--- src/rtl/mem_arb_pkg.sv ---
// Shared types for the two-port memory arbiter: port ownership and FSM state.
package mem_arb_pkg;

    typedef enum logic {
        OWN_I = 1'b0,
        OWN_D = 1'b1
    } owner_e;

    typedef enum logic {
        IDLE = 1'b0,
        WAIT = 1'b1
    } state_e;

endpackage

--- src/rtl/rr_arb2.sv ---
// Two-way round-robin picker: on a conflict the port that did not win last time wins.
module rr_arb2
    import mem_arb_pkg::*;
(
    input  logic   req_fetch,
    input  logic   req_data,
    input  owner_e last,
    output owner_e pick,
    output logic   valid
);

    always_comb begin
        valid = req_fetch | req_data;
        pick  = OWN_I;
        if (req_fetch && req_data) begin
            pick = (last == OWN_I) ? OWN_D : OWN_I;
        end else if (req_data) begin
            pick = OWN_D;
        end
    end

endmodule

--- src/rtl/mem_arbiter.sv ---
// Arbitrates instruction-fetch and data ports onto one fixed-latency memory,
// keeping at most one access outstanding.
module mem_arbiter
    import mem_arb_pkg::*;
#(
    parameter int MEM_LAT = 1,
    parameter int AW      = 32
) (
    input  logic          clk,
    input  logic          rst,
    input  logic          i_req,
    input  logic [AW-1:0] i_addr,
    output logic          i_gnt,
    output logic          i_rvalid,
    output logic [31:0]   i_rdata,
    input  logic          d_req,
    input  logic [AW-1:0] d_addr,
    input  logic          d_wr,
    input  logic [31:0]   d_wdata,
    output logic          d_gnt,
    output logic          d_rvalid,
    output logic [31:0]   d_rdata,
    output logic          m_en,
    output logic [AW-1:0] m_addr,
    output logic          m_wr,
    output logic [31:0]   m_wdata,
    input  logic [31:0]   m_rdata,
    output state_e        state
);

    localparam int            CW    = $clog2(MEM_LAT + 1);
    localparam logic [CW-1:0] LAT_C = CW'(MEM_LAT);

    // Handshake: a requester raises req with stable addr/wr/wdata and holds it
    // until it sees its gnt pulse; the response (rvalid) follows exactly MEM_LAT
    // cycles after that grant cycle, with no back-pressure on either side.
    state_e        state_q, state_d;
    owner_e        owner_q, owner_d;
    owner_e        last_q, last_d;
    owner_e        pick;
    logic          store_q, store_d;
    logic [CW-1:0] cnt_q, cnt_d;
    logic          pick_valid;
    logic          resp;
    logic          grant;

    rr_arb2 u_rr (
        .req_fetch (i_req),
        .req_data  (d_req),
        .last      (last_q),
        .pick      (pick),
        .valid     (pick_valid)
    );

    // The response cycle doubles as a grant slot so MEM_LAT=1 sustains one access per cycle.
    assign resp  = (state_q == WAIT) && (cnt_q == LAT_C);
    assign grant = !rst && pick_valid && ((state_q == IDLE) || resp);

    always_ff @(posedge clk) begin
        if (rst) begin
            state_q <= IDLE;
            owner_q <= OWN_I;
            last_q  <= OWN_I;
            store_q <= 1'b0;
            cnt_q   <= '0;
        end else begin
            state_q <= state_d;
            owner_q <= owner_d;
            last_q  <= last_d;
            store_q <= store_d;
            cnt_q   <= cnt_d;
        end
    end

    always_comb begin
        state_d = state_q;
        owner_d = owner_q;
        last_d  = last_q;
        store_d = store_q;
        cnt_d   = cnt_q;
        if (grant) begin
            state_d = WAIT;
            owner_d = pick;
            last_d  = pick;
            store_d = (pick == OWN_D) && d_wr;
            cnt_d   = CW'(1);
        end else if (resp) begin
            state_d = IDLE;
            cnt_d   = '0;
        end else if ((state_q == WAIT) && (cnt_q != LAT_C)) begin
            cnt_d = cnt_q + CW'(1);
        end
    end

    always_comb begin
        i_gnt    = grant && (pick == OWN_I);
        d_gnt    = grant && (pick == OWN_D);
        m_en     = grant;
        m_addr   = '0;
        m_wr     = 1'b0;
        m_wdata  = '0;
        if (grant) begin
            m_addr = (pick == OWN_D) ? d_addr : i_addr;
        end
        if (grant && (pick == OWN_D)) begin
            m_wr    = d_wr;
            m_wdata = d_wdata;
        end
        i_rvalid = !rst && resp && (owner_q == OWN_I);
        d_rvalid = !rst && resp && (owner_q == OWN_D);
        i_rdata  = i_rvalid ? m_rdata : '0;
        d_rdata  = (d_rvalid && !store_q) ? m_rdata : '0;
        state    = rst ? IDLE : state_q;
    end

endmodule

--- config.mk ---
export PLATFORM = sky130hd
export DESIGN_NAME = mem_arbiter
export DESIGN_NICKNAME = d
export VERILOG_FILES = /design/src/rtl/mem_arb_pkg.sv /design/src/rtl/rr_arb2.sv /design/src/rtl/mem_arbiter.sv
export SDC_FILE = /design/constraint.sdc
export NUM_CORES = 1
export LEC_CHECK = 0
export BUFFER_PORTS_ARGS = -buffer_cell sky130_fd_sc_hd__buf_2
export CAP_MARGIN = 20
export CORE_AREA = 2 2 103 105
export DETAILED_ROUTE_END_ITERATION = 16
export DIE_AREA = 0 0 105 107
export HOLD_SLACK_MARGIN = 0.12
export PLACE_DENSITY = 0.54
export RECOVER_POWER = 25
export SYNTH_ARGS = -nofsm -noshare
export SYNTH_HDL_FRONTEND = slang
export SYNTH_SLANG_ARGS = --single-unit
--- constraint.sdc ---
create_clock -name clk -period 1.8 [get_ports clk]
set_input_delay 0.54 -clock clk [delete_from_list [all_inputs] [get_ports clk]]
set_output_delay 0.54 -clock clk [all_outputs]
set_load 0.05 [all_outputs]
==> results of run 1 <==
-- worst paths after layout --
kind,from,end,cells after the start
max,rst,m_wdata[15],7
min reg2reg,store_q,store_q,2
max reg2reg,last_q,store_q,4
min,store_q,store_q,2
-- metrics by stage --
stage          std cells  setup TNS (ns)  utilization (%)  setup WS, ns  power (uW)
3_3_place_gp         573          -67.06            32.02       -0.5667        1020
2_1_floorplan        168          -33.89                -       -0.3197       732.7
5_1_grt              605          -61.69            50.63       -0.5171        1665
6_report             605          -55.64            50.63       -0.4684        1601
3_5_place_dp         573          -70.18            32.02       -0.6046        1028
4_1_cts              598          -53.60            47.63       -0.4740        1535
-- critical path, cell delays in order --
cell	delay [ns]
sky130_fd_sc_hd__buf_8	0.10
sky130_fd_sc_hd__a2111oi_4	0.35
sky130_fd_sc_hd__buf_4	0.20
sky130_fd_sc_hd__buf_4	0.13
sky130_fd_sc_hd__buf_16	0.12
sky130_fd_sc_hd__and2_4	0.15
sky130_fd_sc_hd__buf_8	0.14
-- cell usage after synthesis, drive strengths merged --
master	n	share of area [%]
a31oi	1	0.52
and3b	1	0.72
clkbuf	7	2.4
nor2b	2	1.2
nand2b	2	1.0
a2111oi	1	2.3
buf	9	5.8
o2111a	1	0.93
nor2	1	0.31
a311oi	1	0.72
a22o	32	23
and2	97	50
dfxtp	4	6.6
o2bb2ai	1	0.72
and3	1	0.52
o21ai	1	0.41
a21oi	2	0.83
and4b	1	0.83
nor3	1	0.41
inv	2	0.62
-- cell families (layout without fill, tap and decap cells) --
logic type             after synthesis  in the layout
AND/OR/NAND/NOR                    106            106
AO/OA/AOI/OAI                       40             40
buffers and inverters               18            319
flip-flops                           4              4
-- flip-flops by register name, summed over array words and instances (netlist names) --
name	count
cnt_q	1
last_q	1
state_q	1
store_q	1
-- placed cells by master (no fill, tap or decap), types with 8 or more instances in the layout --
cell / netlist / layout
sky130_fd_sc_hd__buf_2: 5 / 130
sky130_fd_sc_hd__a22o_4: 0 / 17
sky130_fd_sc_hd__buf_6: 4 / 34
sky130_fd_sc_hd__a22o_2: 0 / 15
sky130_fd_sc_hd__buf_4: 0 / 16
sky130_fd_sc_hd__buf_8: 0 / 112
sky130_fd_sc_hd__and2_2: 0 / 8
sky130_fd_sc_hd__and2_4: 0 / 89
sky130_fd_sc_hd__buf_12: 0 / 12
-- metal layers --
metal / wire length (um) / global-route usage [%]
met5: 0 / 0
met4: 65 / 2.476
met3: 877 / 3.283
met2: 5751 / 31.35
met1: 3194 / 14.31
-- final cells by class --
class / instances / area (um2) / area share, %
Clock buffer: 3 / 41.29 / 0.8080
Inverter: 2 / 7.507 / 0.1469
Multi-Input combinational cell: 146 / 1469 / 28.75
Sequential cell: 4 / 83.83 / 1.641
Tap cell: 136 / 170.2 / 3.330
Timing Repair Buffer: 314 / 3338 / 65.33
-- timing repair --
| item | CTS | global route |
|---|---|---|
| endpoints found under the setup margin | 135 | 135 |
| pin swaps | 9 | 14 |
| gates cloned | 9 | 4 |
| setup buffers | 13 | 8 |
| gates resized for setup | 376 | 58 |
-- where the power goes --
group          internal (uW)  switching [uW]  total [uW]
Clock                    142            45.6         188
Sequential              97.2            5.69         103
Combinational            635             676        1310
==> qor.tcl, run 1 <==
set qor(run_status) {complete, but fails checks}
set qor(failed_checks) {negative setup slack}
set qor(largest_net_degree_at_the_start_of_global_routing) 34
set qor(via_count_of_the_first_global_routing_pass) 2617
set qor(min_period_ns) 2.268
set qor(timing.critical_path.to_type) {output port}
set qor(worst_path_max_fanout) 9
set qor(synth.mux.area_fraction_pct) 0
set qor(finClkSkew_ns) 0.003726
set qor(timing.hold.ws_ns) 0.4713
set qor(hp-class) {flop to flop}
set qor(die_h_um) 107
set qor(numCtsBuffers) 3
set qor(drt_pass1_iterations) 4
set qor(synth.yosys.seq_area_share_pct) 6.605
set qor(remaining_overflow_grt) 0
set qor(vias) 2500
set qor(core_um2) 10090
set qor(synth.yosys.warnings) 0
set qor(routed_via_density) 4.132
set qor(width_of_the_die_um) 105
set qor(setup.worst_path.class) {primary input to output port}
set qor(clk_latency_ns) 0.22
set qor(maxCapViolations) 0
set qor(cts_root_buf) {sky130_fd_sc_hd__clkbuf_8}
set qor(synth_compound_area_share_pct) 29.51
set qor(netlist_area_um2) 1212
set qor(grt_pass1_wl_um) 13370
set qor(setup.worst_path.start_class) {primary input}
set qor(detail_route.iter0.violations) 57
set qor(floorplan.initialDensity_pct) 12.01
set qor(post_route_cells_drive_above_1_share_pct) 98.08
set qor(numPortBuffers) 267
set qor(syn_avg_cell_area_um2) 7.217
set qor(timing.final.max_slew_violations) 0
set qor(placementRows) 37
set qor(timing.final.crit_share_pct) 126.0
set qor(post_synth_xor_area_fraction_pct) 0
set qor(routabilityCongestion) 0.7117
set qor(clock_slew_seen_by_the_registers_of_the_worst_setup_and_hold_paths_ns) 0.03
set qor(power.static_leakage_uw) 0.002579
set qor(synth-simple-area-share_pct) 55.11
set qor(syn-num-nets) 301
set qor(wl_per_cell_um) 16.35
set qor(worstMarginPinSlew_ns) 0.2976
set qor(setup_repair_after_global_routing_missed_its_margin) {yes}
set qor(power.density_nw_per_um2) 313.4
set qor(tritoncts) {built}
set qor(top_level_ports) 268
set qor(synthesis.instances) 168
set qor(clkSinkCount) 4
set qor(post-route-worst-setup-slack_ns) -0.4684
set qor(holdBufCountCts) 0
set qor(worst_supply_voltage_drop_on_vdd_mv) 0.1847
set qor(finalHoldViolations) 0
set qor(cp.arrival_ns) 1.73
set qor(finalInstanceArea_um2) 5110
set qor(maximum_count_of_clock_buffers_along_a_single_path) 2
set qor(wp_data_required_ns) 1.26
set qor(final.fill_count) 860
set qor(fin_nets) 604
set qor(timing.max_slew.rel_slack_pct) 80.16
set qor(synth_adder_area_share_pct) 0
set qor(combined_global_route_utilization_of_all_metal_layers_pct) 14.72
set qor(postSynthRegisterBits) 4
set qor(fmaxAchievable_mhz) 440.8
set qor(post-route-drc-count) 0
set qor(flow.area_growth_from_synthesis_pct) 321.5
set qor(antenna_found_initial) 0
set qor(setup.reg_to_reg.worst_slack_ns) 0.60
set qor(cts_htree_levels) 1
set qor(main_combinational_cell_family_by_area_after_synthesis) {simple AND/OR/NAND/NOR gates}
set qor(routed_wl_um) 9889
set qor(dp_hpwl_um) 5852
set qor(floorplan.die_area_um2) 11240
set qor(ant_nets) 0
set qor(dpl_cell_area_um2) 3232
set qor(yosysUniqueCellTypes) 23
set qor(final-setup-viol-count) 135
set qor(antennaDiodeCount) 0
Note: power is estimated with default switching activity, not from simulation.
==> inputs of run 2 (changes only) <==
Settings changed: BUFFER_PORTS_ARGS -buffer_cell sky130_fd_sc_hd__buf_2 to -buffer_cell sky130_fd_sc_hd__buf_4.
==> run 2 against run 1 <==
- the flow still finishes with violations (negative setup slack)
- clock skew increased by 0.0019 ns
- hold slack improved by 0.014 ns
- non-clock buffer count decreased by 8
- sequential share of layout area decreased by 0.11 points
- sequential power about the same
- core utilization increased by 3.6 points
- critical endpoint is now m_wdata[10]
- largest power group unchanged
==> qor.tcl, run 2 (synthesized netlist as in run 1, its figures left out) <==
set qor(dpl_cell_area_um2) 3847 ;# +19%
set qor(setup_repair_after_global_routing_missed_its_margin) {yes}
set qor(wl_per_cell_um) 16.17 ;# -1.1%
set qor(worst_path_max_fanout) 8 ;# -1
set qor(clkSinkCount) 4 ;# unchanged
set qor(cp.arrival_ns) 1.72 ;# about the same
set qor(routed_wl_um) 9655 ;# -2.4%
set qor(timing.critical_path.from) {rst}
set qor(fmaxAchievable_mhz) 443.1 ;# +0.51%
set qor(core_um2) 10090 ;# unchanged
set qor(clock_slew_seen_by_the_registers_of_the_worst_setup_and_hold_paths_ns) 0.03 ;# about the same
set qor(seqPwrFrac_pct) 6.0 ;# -0.4 points
set qor(reg2reg_from) {state_q}
set qor(finalHoldViolations) 0 ;# unchanged
set qor(pwr-share-comb_pct) 82.9 ;# +1.1 points
set qor(run_status) {complete, but fails checks}
set qor(vias) 2439 ;# -2.4%
set qor(wp_data_required_ns) 1.26 ;# about the same
set qor(power.density_nw_per_um2) 312.7 ;# -0.22%
set qor(timing.final.crit_share_pct) 125.4 ;# -0.65 points
set qor(setup.worst_path.class) {primary input to output port}
set qor(width_of_the_die_um) 105 ;# unchanged
set qor(place.detailed.instances) 572 ;# -0.17%
set qor(maxCapViolations) 0 ;# unchanged
set qor(finClkSkew_ns) 0.005627 ;# +0.001901 ns
set qor(totalNegativeSetupSlack_ns) -52.25 ;# +3.389 ns
set qor(share_clk_of_total_power_pct) 11.1 ;# -0.6 points
set qor(antennaDiodeCount) 0 ;# unchanged
set qor(r2r-end) {store_q}
set qor(floorplan.die_area_um2) 11240 ;# unchanged
set qor(ant_nets) 0 ;# unchanged
set qor(grt_pass1_wl_um) 13140 ;# -1.8%
set qor(cts_htree_levels) 1 ;# unchanged
set qor(met2_routed_wirelength_um) 5421 ;# -5.7%
set qor(timing.critical_path.to_type) {output port}
set qor(top_level_ports) 268 ;# unchanged
set qor(worst_supply_voltage_drop_on_vdd_mv) 0.1933 ;# +4.6%
set qor(combined_global_route_utilization_of_all_metal_layers_pct) 14.45 ;# -0.27 points
set qor(detail_route.iter0.violations) 55 ;# -3.5%
set qor(fin_nets) 596 ;# -1.3%
set qor(routed_via_density) 4.085 ;# -1.1%
set qor(design_power_total_uw) 1712 ;# +6.9%
set qor(holdBufCountCts) 0 ;# unchanged
set qor(final.fill_count) 844 ;# -1.9%
set qor(via_count_of_the_first_global_routing_pass) 2603 ;# -0.53%
set qor(net-switching-power_uw) 736.5 ;# +1.3%
set qor(final_cell_mix) {144 x sky130_fd_sc_hd__buf_4, 131 x sky130_fd_sc_hd__buf_8, 96 x sky130_fd_sc_hd__and2_4}
set qor(routabilityCongestion) 0.7342 ;# +3.2%
set qor(failed_checks) {negative setup slack}
set qor(remaining_overflow_grt) 0 ;# unchanged
set qor(timing.max_slew.rel_slack_pct) 81.29 ;# +1.1 points
set qor(worstMarginPinSlew_ns) 0.2796 ;# -0.01793 ns
set qor(dp_hpwl_um) 6173 ;# +5.5%
set qor(cts_root_buf) {sky130_fd_sc_hd__clkbuf_8}
set qor(post-route-drc-count) 0 ;# unchanged
set qor(timing.final.max_slew_violations) 0 ;# unchanged
set qor(finalInstanceArea_um2) 5475 ;# +7.1%
set qor(clk_latency_ns) 0.22 ;# about the same
set qor(setup.reg_to_reg.worst_slack_ns) 0.40 ;# -0.20 ns
set qor(final-setup-viol-count) 133 ;# -1.5%
set qor(hp-class) {flop to flop}
set qor(r2r.worst_path.cells) 7 ;# +3
set qor(numPortBuffers) 267 ;# unchanged
set qor(layoutNonFillerInstCount) 597 ;# -1.3%
set qor(flow.area_growth_from_synthesis_pct) 351.6
set qor(setup.worst_path.end) {m_wdata[10]}
set qor(post-route-worst-setup-slack_ns) -0.4568 ;# +0.01161 ns
set qor(switching_share_pct) 43.02 ;# -2.4 points
set qor(floorplan.initialDensity_pct) 12.01 ;# unchanged
set qor(intPower_uw) 975.5 ;# +12%
set qor(die_h_um) 107 ;# unchanged
set qor(drt-met1-wl_um) 3294 ;# +3.1%
set qor(power.static_leakage_uw) 0.002724 ;# +5.6%
set qor(drt_pass1_iterations) 4 ;# unchanged
set qor(met3_wirelength_um) 900 ;# +2.6%
set qor(timing.hold.ws_ns) 0.4858 ;# +0.01445 ns
set qor(setup.worst_path.start_class) {primary input}
set qor(numCtsBuffers) 3 ;# unchanged
set qor(mostFrequentLayoutCell) {sky130_fd_sc_hd__buf_4}
set qor(min_period_ns) 2.257 ;# -0.01161 ns
set qor(placementRows) 37 ;# unchanged
set qor(antenna_found_initial) 0 ;# unchanged
set qor(tritoncts) {built}
set qor(maximum_count_of_clock_buffers_along_a_single_path) 2 ;# unchanged
set qor(highest-signal-layer) {met4}
set qor(post_route_cells_drive_above_1_share_pct) 97.83 ;# -0.25 points
set qor(largest_net_degree_at_the_start_of_global_routing) 33 ;# -2.9%
==> run 2: changes by cell type in the layout (fill, tap and decap cells not counted), moves of 5 or more <==
cell,change
sky130_fd_sc_hd__buf_6,-19
sky130_fd_sc_hd__a22o_2,-13
sky130_fd_sc_hd__buf_4,+128
sky130_fd_sc_hd__and2_4,+7
sky130_fd_sc_hd__buf_12,-5
sky130_fd_sc_hd__a22o_4,+13
sky130_fd_sc_hd__buf_8,+19
sky130_fd_sc_hd__buf_2,-130
sky130_fd_sc_hd__and2_2,-7
==> run 2: power groups by stage <==
stage / logic [uW] / clock network, uW / registers (uW)
floorplan: 629 / 0 / 103
global placement: 1060 / 0 / 101
detailed placement: 1070 / 0 / 102
CTS: 1370 / 194 / 103
global route: 1480 / 204 / 104
finish: 1420 / 190 / 103
==> run 2: metrics by stage <==
stage	util (%)	setup slack, ns
floorplan	-	-0.3197
global placement	38.12	-0.5167
detailed placement	38.12	-0.5594
CTS	50.58	-0.4754
global route	54.25	-0.5256
finish	54.25	-0.4568
==> run 2: critical path: stages <==
cell                        delay (ns)
sky130_fd_sc_hd__buf_8            0.10
sky130_fd_sc_hd__a2111oi_4        0.32
sky130_fd_sc_hd__buf_6            0.17
sky130_fd_sc_hd__buf_12           0.14
sky130_fd_sc_hd__clkbuf_16        0.16
sky130_fd_sc_hd__and2_4           0.15
sky130_fd_sc_hd__buf_8            0.14
==> run 2: timing repair <==
| item | in CTS | in global routing |
|---|---|---|
| endpoints found under the setup margin | 134 | 135 |
| resized for setup | 227 | 109 |
| cloned | 9 | 4 |
| buffers inserted | 12 | 5 |
| hold endpoints to repair | 0 | 0 |
| pin swaps | 11 | 19 |
==> run 2: area by class of cell <==
class	count	area (um2)	area share, %
Tap cell	136	170.2	3.108
Timing Repair Buffer	306	3597	65.70
Multi-Input combinational cell	146	1573	28.72
Sequential cell	4	83.83	1.531
Inverter	2	10.01	0.1828
Clock buffer	3	41.29	0.7541
==> run 2: layer usage <==
metal,track usage [%],vias to the layer above
met3,4.134,4
met1,14.53,1110
met4,2.762,0
met2,29.31,159
li1,-,1166
met5,0,-
==> run 2: worst min path at each step <==
| stage | cells after the start | end | startpoint |
|---|---|---|---|
| 6_report | 2 | store_q | store_q |
| 5_1_grt | 2 | store_q | store_q |
| 3_3_place_gp | 2 | store_q | store_q |
| 3_5_place_dp | 2 | store_q | store_q |
| 2_1_floorplan | 2 | store_q | store_q |
| 4_1_cts | 2 | store_q | store_q |
==> inputs of run 3 (changes only) <==
Settings changed: CORE_AREA 2 2 103 105 to 2 2 104 106, DIE_AREA 0 0 105 107 to 0 0 106 108, GPL_TIMING_DRIVEN set to 0, PLACE_DENSITY 0.54 to 0.51.
Clock period 1.8 ns to 2.7 ns, I/O delays scaled along.
==> run 3 against run 2 <==
- the run still ends with negative setup slack left
- wire length fell by 7.7%
- count of clock-buffer cells in the layout stayed put
- core utilization shrank 7.3 points
- critical endpoint is now m_addr[28]
==> qor.tcl, run 3 (synthesized netlist as in run 1, its figures left out) <==
set qor(run_status) {complete, but fails checks}
set qor(failed_checks) {negative setup slack}
set qor(mostFrequentLayoutCell) {sky130_fd_sc_hd__buf_4}
set qor(ant_nets) 0 ;# unchanged
set qor(setup.worst_path.class) {primary input to output port}
set qor(post_route_cells_drive_above_1_share_pct) 92.79 ;# -5.0 points
set qor(top_level_ports) 268 ;# unchanged
set qor(clk_latency_ns) 0.22 ;# about the same
set qor(cts_htree_levels) 1 ;# unchanged
set qor(wp_data_required_ns) 1.89 ;# +0.63 ns
set qor(design_power_total_uw) 1051 ;# -39%
set qor(dp_hpwl_um) 7116 ;# +15%
set qor(power.static_leakage_uw) 0.002495 ;# -8.4%
set qor(hold_end) {store_q}
set qor(placementRows) 37 ;# unchanged
set qor(routed_via_density) 3.975 ;# -2.7%
set qor(finalHoldViolations) 0 ;# unchanged
set qor(timing.max_slew.rel_slack_pct) 73.89 ;# -7.4 points
set qor(routabilityCongestion) 0.7395 ;# +0.72%
set qor(numPortBuffers) 267 ;# unchanged
set qor(worst_path_max_fanout) 5 ;# -3
set qor(remaining_overflow_grt) 0 ;# unchanged
set qor(cp.arrival_ns) 2.01 ;# +0.29 ns
set qor(final-setup-viol-count) 66 ;# -50%
set qor(core_um2) 10230 ;# +1.4%
set qor(setup_repair_after_global_routing_missed_its_margin) {yes}
set qor(antennaDiodeCount) 0 ;# unchanged
set qor(combined_global_route_utilization_of_all_metal_layers_pct) 13.75 ;# -0.70 points
set qor(fmaxAchievable_mhz) 354.5
set qor(r2r.worst_path.cells) 9 ;# +2
set qor(vias) 2361 ;# -3.2%
set qor(timing.hold.ws_ns) 0.4897 ;# +0.003888 ns
set qor(reg2reg_from) {state_q}
set qor(timing.final.crit_share_pct) 104.5
set qor(maxCapViolations) 0 ;# unchanged
set qor(detail_route.iter0.violations) 53 ;# -3.6%
set qor(drt_pass1_iterations) 3 ;# -1
set qor(floorplan.initialDensity_pct) 11.85 ;# -0.16 points
set qor(fin_nets) 593 ;# -0.50%
set qor(die_h_um) 108 ;# +0.93%
set qor(power.density_nw_per_um2) 218.9 ;# -30%
set qor(routed_wl_um) 8913 ;# -7.7%
set qor(worstMarginPinSlew_ns) 0.3908 ;# +0.1112 ns
set qor(post-route-drc-count) 0 ;# unchanged
set qor(worst_supply_voltage_drop_on_vdd_mv) 0.1433 ;# -26%
set qor(setup.worst_path.start_class) {primary input}
set qor(post-route-worst-setup-slack_ns) -0.1207 ;# +0.3361 ns
set qor(totalNegativeSetupSlack_ns) -5.286 ;# +46.97 ns
set qor(antenna_found_initial) 0 ;# unchanged
set qor(timing.final.max_slew_violations) 0 ;# unchanged
set qor(worstHoldPathCells) 2 ;# unchanged
set qor(final_core_util_pct) 46.94 ;# -7.3 points
set qor(finClkSkew_ns) 0.003902 ;# -0.001726 ns
set qor(largest_net_degree_at_the_start_of_global_routing) 11 ;# -67%
set qor(r2r-end) {store_q}
set qor(clock_slew_seen_by_the_registers_of_the_worst_setup_and_hold_paths_ns) 0.03 ;# about the same
set qor(maximum_count_of_clock_buffers_along_a_single_path) 2 ;# unchanged
set qor(cts_root_buf) {sky130_fd_sc_hd__clkbuf_8}
set qor(grt_pass1_wl_um) 12390 ;# -5.7%
set qor(timing.critical_path.to_type) {output port}
set qor(timing.hold.worst.start) {store_q}
set qor(min_period_ns) 2.821
set qor(flow.area_growth_from_synthesis_pct) 296.1
set qor(via_count_of_the_first_global_routing_pass) 2340 ;# -10%
set qor(floorplan.die_area_um2) 11450 ;# +1.9%
set qor(clkSinkCount) 4 ;# unchanged
set qor(wl_per_cell_um) 15.01 ;# -7.2%
set qor(setup.reg_to_reg.worst_slack_ns) 0.86 ;# +0.46 ns
set qor(final_cell_mix) {181 x sky130_fd_sc_hd__buf_4, 66 x sky130_fd_sc_hd__and2_4, 64 x sky130_fd_sc_hd__buf_8}
set qor(numCtsBuffers) 3 ;# unchanged
set qor(tritoncts) {built}
set qor(width_of_the_die_um) 106 ;# +0.95%
set qor(hp-class) {flop to flop}
## run 3: cell types whose count changed in the layout (fill, tap and decap cells not counted), moves of 7 or more
| cell | before | now |
|---|---|---|
| sky130_fd_sc_hd__a22o_4 | 30 | 20 |
| sky130_fd_sc_hd__buf_8 | 131 | 64 |
| sky130_fd_sc_hd__a22o_1 | 0 | 7 |
| sky130_fd_sc_hd__buf_4 | 144 | 181 |
| sky130_fd_sc_hd__and2_1 | 0 | 10 |
| sky130_fd_sc_hd__and2_4 | 96 | 66 |
| sky130_fd_sc_hd__buf_6 | 15 | 42 |
| sky130_fd_sc_hd__and2_2 | 1 | 21 |
## run 3: how the worst max path moves through the flow
stage | start | endpoint | depth (start not counted)
after floorplan | i_req | m_wdata[10] | 3
after global placement | rst | m_addr[30] | 6
after detailed placement | rst | m_wdata[24] | 6
after CTS | i_req | m_addr[28] | 8
after global routing | i_req | m_addr[28] | 7
final | i_req | m_addr[28] | 7
## run 3: repair_timing
| action | in CTS | in global routing |
|---|---|---|
| buffers inserted | 11 | 4 |
| gates cloned | 3 | 4 |
| gates resized for setup | 159 | 86 |
| endpoints found under the setup margin | 125 | 96 |
| pin swaps | 15 | 17 |
| endpoints found under the hold margin | 0 | 0 |
| hold buffers | 0 | 0 |
## run 3: critical path, cell delays in order
cell and delay (ns):
sky130_fd_sc_hd__buf_8 0.10, sky130_fd_sc_hd__a2111oi_4 0.35, sky130_fd_sc_hd__buf_6 0.17, sky130_fd_sc_hd__buf_12 0.13
sky130_fd_sc_hd__buf_12 0.11, sky130_fd_sc_hd__a22o_1 0.16, sky130_fd_sc_hd__buf_6 0.17
## run 3: through the flow
stage          setup WS [ns]  std cells  cell area [um2]
2_1_floorplan       0.002985        168             1396
3_3_place_gp         -0.3460        571             3571
3_5_place_dp         -0.3270        571             3571
4_1_cts              -0.1470        588             4398
5_1_grt              -0.1613        594             4802
6_report             -0.1207        594             4802
## run 3: final cells by class
class	instances	area, um2
buffer	15	192.7
clock buffer	3	41.29
fill	963	5429
inverter	2	10.01
multi-input combinational	146	1413
sequential	4	80.08
tap	136	170.2
timing repair buffer	288	2895
## run 3: power by group
group	switching (uW)	internal (uW)	total, uW
Sequential	5.49	64.0	69.5
Clock	31.8	95.1	127
Combinational	427	427	855
Total	464	587	1050
## run 3: routing by layer
layer | GRT usage, % | vias up | routed length [um]
met2 | 28.71 | 155 | 5140
li1 | - | 1156 | -
met3 | 4.943 | 5 | 879
met1 | 13.26 | 1045 | 2864
met5 | 0 | - | 0
met4 | 1.128 | 0 | 29
